`src/rtl/matrix_mem_pkg.sv`:
```
// Shared types and widths for the matrix memory responder and its storage array.
package matrix_mem_pkg;
    localparam int WORD_W = 32;
    localparam int LAT_W  = 4;

    typedef enum logic [1:0] {
        IDLE = 2'd0,
        WAIT = 2'd1,
        DONE = 2'd2
    } state_t;
endpackage

```
`src/rtl/matrix_mem_array.sv`:
```
// Word storage: one synchronous write port, one registered synchronous read port.
module matrix_mem_array
    import matrix_mem_pkg::*;
#(
    parameter int DEPTH = 32,
    parameter int AW    = 5
) (
    input  logic              clk,
    input  logic              rst,
    input  logic              wr_en,
    input  logic [AW-1:0]     wr_addr,
    input  logic [WORD_W-1:0] wr_data,
    input  logic              rd_en,
    input  logic              rd_zero,
    input  logic [AW-1:0]     rd_addr,
    output logic [WORD_W-1:0] rd_data
);
    logic [WORD_W-1:0] mem [DEPTH];

    // Contents are deliberately never reset.
    always_ff @(posedge clk) begin
        if (wr_en) begin
            mem[wr_addr] <= wr_data;
        end
    end

    always_ff @(posedge clk or posedge rst) begin
        if (rst) begin
            rd_data <= '0;
        end else if (rd_en) begin
            rd_data <= rd_zero ? '0 : mem[rd_addr];
        end
    end
endmodule

```
`src/rtl/matrix_mem_responder.sv`:
```
// Single-outstanding memory responder with fixed completion latency.
// Optional MATRIX_MEM_RESP_RANGE_CHECK_EN adds an error output for out-of-range word indices.
module matrix_mem_responder
    import matrix_mem_pkg::*;
#(
    parameter int DEPTH   = 32,
    parameter int LATENCY = 2
) (
    input  logic              clk,
    input  logic              rst,
    input  logic              start_memory_transaction,
    input  logic              write_en,
    input  logic [31:0]       address,
    input  logic [31:0]       wdata,
    output logic [WORD_W-1:0] rdata,
    output logic              done_memory_transaction,
    output logic              busy
`ifdef MATRIX_MEM_RESP_RANGE_CHECK_EN
    ,
    output logic              error
`endif
);
    localparam int AW = (DEPTH > 1) ? $clog2(DEPTH) : 1;
    localparam logic [LAT_W-1:0] LAT_LOAD = LAT_W'(LATENCY - 1);

    state_t            state;
    logic [LAT_W-1:0]  cnt;
    logic              start_p1;
    logic              start_armed;
    logic              accept;
    logic              fire;
    logic              in_range;
    logic              we_p1;
    logic [29:0]       widx_p1;
    logic [WORD_W-1:0] wdata_p1;
    logic              unused_bits;

    // Armed only after start has been seen low since reset, so a start held across reset is not taken.
    assign accept = (state == IDLE) && start_memory_transaction && !start_p1 && start_armed;
    assign fire   = (state == WAIT) && (cnt == '0);

`ifdef MATRIX_MEM_RESP_RANGE_CHECK_EN
    assign in_range = ({2'b00, widx_p1} < 32'(DEPTH));
`else
    assign in_range = 1'b1;
`endif

    assign unused_bits = ^{address[1:0], widx_p1};

    // Request capture: data path, no reset needed.
    always_ff @(posedge clk) begin
        if (accept) begin
            we_p1    <= write_en;
            widx_p1  <= address[31:2];
            wdata_p1 <= wdata;
        end
    end

    always_ff @(posedge clk or posedge rst) begin
        if (rst) begin
            state                   <= IDLE;
            cnt                     <= '0;
            start_p1                <= 1'b0;
            start_armed             <= 1'b0;
            done_memory_transaction <= 1'b0;
            busy                    <= 1'b0;
`ifdef MATRIX_MEM_RESP_RANGE_CHECK_EN
            error                   <= 1'b0;
`endif
        end else begin
            start_p1                <= start_memory_transaction;
            done_memory_transaction <= 1'b0;
`ifdef MATRIX_MEM_RESP_RANGE_CHECK_EN
            error                   <= 1'b0;
`endif
            if (!start_memory_transaction) begin
                start_armed <= 1'b1;
            end
            case (state)
                IDLE: begin
                    if (accept) begin
                        state <= WAIT;
                        cnt   <= LAT_LOAD;
                        busy  <= 1'b1;
                    end
                end
                WAIT: begin
                    if (cnt == '0) begin
                        state                   <= DONE;
                        done_memory_transaction <= 1'b1;
`ifdef MATRIX_MEM_RESP_RANGE_CHECK_EN
                        error                   <= !in_range;
`endif
                    end else begin
                        cnt <= cnt - 1'b1;
                    end
                end
                DONE: begin
                    state <= IDLE;
                    busy  <= 1'b0;
                end
                default: begin
                    state <= IDLE;
                    busy  <= 1'b0;
                end
            endcase
        end
    end

    matrix_mem_array #(
        .DEPTH (DEPTH),
        .AW    (AW)
    ) u_array (
        .clk     (clk),
        .rst     (rst),
        .wr_en   (fire && we_p1 && in_range),
        .wr_addr (widx_p1[AW-1:0]),
        .wr_data (wdata_p1),
        .rd_en   (fire && !we_p1),
        .rd_zero (!in_range),
        .rd_addr (widx_p1[AW-1:0]),
        .rd_data (rdata)
    );
endmodule

```
`config.mk`:
```
export PLATFORM = sky130hd
export DESIGN_NAME = matrix_mem_responder
export DESIGN_NICKNAME = d
export VERILOG_FILES = /design/src/rtl/matrix_mem_pkg.sv /design/src/rtl/matrix_mem_array.sv /design/src/rtl/matrix_mem_responder.sv
export SDC_FILE = /design/constraint.sdc
export NUM_CORES = 1
export LEC_CHECK = 0
export ABC_CLOCK_PERIOD_IN_PS = 3900
export BUFFER_PORTS_ARGS = -buffer_cell sky130_fd_sc_hd__buf_2
export CORE_MARGIN = 5
export CORE_UTILIZATION = 35
export DETAILED_ROUTE_END_ITERATION = 8
export HOLD_SLACK_MARGIN = 0.1
export PLACE_DENSITY_LB_ADDON = 0.1
export SYNTH_ARGS = -nofsm -noshare
export SYNTH_HDL_FRONTEND = slang
export SYNTH_HIERARCHICAL = 1
export SYNTH_SLANG_ARGS = --single-unit
```
`constraint.sdc`:
```
create_clock -name clk -period 3.9 [get_ports clk]
set_input_delay 0.39 -clock clk [delete_from_list [all_inputs] [get_ports clk]]
set_output_delay 0.39 -clock clk [all_outputs]
set_load 0.01 [all_outputs]
```
==> metrics.csv <==
metric,value,unit
critical_path_buf_inv_count,2,
synthCells,2052,
p_sw_share,23.8,%
first_global_vias,21800,
grt_overflow,0,
hp-class,in2async,
drive_gt1_share,28.2,%
ys_types,41,
grt_max_degree,92,
chipHeight,358,um
wirelength,110000,um
drtAntennaViolNets,0,
grt_use_total,17.2,%
synth-edff-count,1062,
die_x,358,um
power_frac_seq,51.7,%
dr.first_iter.drc_count,1694,
relSlewSlack,16.7,%
ys_warn_count,6,
dp_hpwl,65200,um
status,"finished, final reports clean",
cp-end-kind,register,
max_freq,0.294,GHz
post_cts_resized,0,
worstMarginPinSlew,1.25,ns
crit_path_max_fanout,26,
drtPass1Iterations,5,
die_area,128000,um^2
crit_slowest_cell,or3b_2,
clkPwrFrac,39.3,%
synthFlopType,edfxtp_1,
drcViolationCount,0,
clock_latency,0.70,ns
leakage,16.3,nW
rsz0062_at_grt,no,
final_cell_area,49700,um^2
port_buffers,74,
layout.nets,2350,
arrival,3.77,ns
rows,127,
max_stage_delay,0.74,ns
ys_seq_elements,1104,
combPwrFrac,8.9,%
cts_setup_buffers,0,
worst-setup-path-type,reg2reg,
cap_violations,0,
final.period_utilization,87.3,%
clk_path_buf_depth,3,
core,120000,um^2
power,0.0271,W
internal_power,0.0206,W
cts_htree_levels,3,
syn_area,42400,um^2
routabilityCongestion,0.748,
clock-sinks,1104,
finalClockSkew,0.0275,ns
crit_path_start_kind,register,
postPlaceCellArea,45600,um^2
io-pin-count,102,
vias,20500,
ir_drop,0.332,mV
grt_first_pass_wirelength,157000,um
area_delta_synth_final,17.3,%
antenna_found_initial,1,
p_sw,0.00643,W
setup_viol,0,
final.setup.tns,0,ns
cts_made_buffers,117,
cts_root_buffer,clkbuf_16,
required,4.27,ns
start_util,35.3,%
cts_tree,done,
wl_per_cell,27.6,um
p_per_area,545,nW/um^2
viasPerCell,5.13,
path_delay_family,simple AND/OR/NAND/NOR gates,
async_flop_share,3.80,%
finalHoldViolations,0,
clk_pin_slew,0.06,ns
final_util,41.4,%
seq_area_frac_synth,77.7,%
postSynthAreaPerCell,20.7,um^2
cp_cell_sequence,inv_1 > ha_1 > or3b_1 > nor2_1 > and2_1 > or3b_2 > nor2_4 > buf_12,
synthesis.nets,2122,
fin_crit,3.41,ns
finalMaxSlewViolations,0,
diodes,0,
-- metrics by stage --
stage,hold WS (ns),cells,setup slack [ns]
after floorplan,0.230,2052,0.130
after global placement,0.322,3732,0.479
after detailed placement,0.328,3732,0.477
after CTS,0.190,3992,0.477
after global routing,0.236,3992,0.360
final,0.237,3992,0.494
-- area by class of cell --
class,count,area [um^2]
Clock buffer,146,3110
Clock inverter,73,584
Fill cell,10700,70400
Inverter,37,139
Multi-Input combinational cell,791,8980
Sequential cell,1104,32900
Tap cell,1612,2020
Timing Repair Buffer,229,1950
-- cell usage in the layout (no fill, tap or decap), types with 20 or more instances in the layout --
cell type / instances
a21oi_1: 64
a221oi_1: 42
a221oi_2: 20
a22o_1: 32
buf_12: 25
buf_2: 74
buf_4: 89
clkbuf_1: 24
clkbuf_16: 119
clkinv_1: 31
clkinv_2: 24
dfrtp_1: 42
dlygate4sd3_1: 41
edfxtp_1: 1062
inv_1: 36
mux2_2: 122
mux2i_1: 198
mux4_2: 128
nor2_4: 34
o221ai_1: 30
o22ai_1: 63
-- synthesized netlist by cell type (2+ instances only) --
| cell type | n | area share, % |
|---|---|---|
| nor2_1 | 36 | 0.32 |
| buf_1 | 6 | 0.053 |
| o221ai_1 | 30 | 0.62 |
| a21oi_1 | 64 | 0.76 |
| inv_1 | 37 | 0.33 |
| nand3b_1 | 5 | 0.089 |
| a31oi_1 | 3 | 0.044 |
| nand2_1 | 10 | 0.089 |
| a22oi_1 | 2 | 0.035 |
| dfrtp_1 | 42 | 2.5 |
| ha_1 | 2 | 0.059 |
| nor2b_1 | 4 | 0.059 |
| a221oi_1 | 42 | 0.87 |
| nand2b_1 | 5 | 0.074 |
| nand3_1 | 4 | 0.047 |
| mux4_2 | 128 | 6.8 |
| and3_1 | 2 | 0.030 |
| a221oi_2 | 20 | 0.71 |
| and2_1 | 2 | 0.030 |
| buf_4 | 16 | 0.28 |
| buf_2 | 21 | 0.25 |
| mux2_2 | 122 | 3.2 |
| o22ai_1 | 63 | 0.93 |
| a22o_1 | 32 | 0.66 |
| buf_6 | 12 | 0.32 |
| or3b_2 | 3 | 0.062 |
| edfxtp_1 | 1062 | 75 |
| o311ai_0 | 2 | 0.041 |
| nor3_1 | 2 | 0.024 |
| clkbuf_1 | 65 | 0.58 |
| mux2i_1 | 198 | 4.7 |
-- registers in the layout, indices dropped and copies added (netlist names) --
signal	cells
cnt	4
wdata_p1	32
start_p1	1
start_armed	1
u_array/rd_data	32
state	2
done_memory_transaction	1
u_array/mem	1024
we_p1	1
busy	1
widx_p1	5
-- worst reg2reg max path: cells and delay by family (launching register included) --
family / cells / cell delay, ns
adder cells (fa/ha/maj): 1 / 0.15
flip-flops: 1 / 0.38
AND/OR/NAND/NOR: 5 / 2.12
buffers and inverters: 2 / 0.44
-- per-layer routing --
layer | routed length (um) | vias to the layer above | global-route usage [%]
met5 | 0 | - | 0
met1 | 49400 | 10900 | 23.8
met3 | 4620 | 148 | 2.73
li1 | - | 8983 | -
met4 | 2360 | 0 | 3.92
met2 | 53700 | 457 | 28.7
-- path summary, 6_finish.rpt --
kind | startpoint | endpoint | slack (ns) | cells past startpoint
max | cnt[0]$_DFFE_PP0P_ | u_array/mem[0][20]$_DFFE_PP_ | 0.49 | 8
min | rst | state[0]$_DFFE_PP0P_ | 0.24 | 3
max reg2reg | cnt[0]$_DFFE_PP0P_ | u_array/mem[0][20]$_DFFE_PP_ | 0.49 | 8
min reg2reg | cnt[3]$_DFFE_PP0P_ | cnt[3]$_DFFE_PP0P_ | 0.49 | 1
max in group asynchronous | rst | u_array/rd_data[16]$_DFFE_PP0P_ | 2.36 | 5
min in group clk | wdata[5] | wdata_p1[5]$_DFFE_PP_ | 0.40 | 2
-- cells by family (layout without fill, tap and decap cells) --
logic type                 Yosys count  count (layout)  share of synthesized area (%)
AOI/OAI and AO/OA                  261             261                           4.76
adders and majority gates            2               2                         0.0590
buffers and inverters              157             485                           1.81
DFF                               1104            1104                           77.7
muxes                              449             449                           14.7
other                                1               1                        0.00884
and+or+nand+nor                     78              78                          0.927
-- power by group through the flow --
stage / clock [W] / sequential [W] / combinational [W]
2_1_floorplan: 0 / 0.0140 / 0.00145
3_3_place_gp: 0 / 0.0142 / 0.00242
3_5_place_dp: 0 / 0.0143 / 0.00243
4_1_cts: 0.0110 / 0.0140 / 0.00248
5_1_grt: 0.0114 / 0.0141 / 0.00261
6_report: 0.0106 / 0.0140 / 0.00242
-- what timing repair did --
item,CTS,global route
endpoints found under the hold margin,83,0
setup endpoints to repair,0,0
hold buffers,41,0
Note: power is estimated with default switching activity, not from simulation.
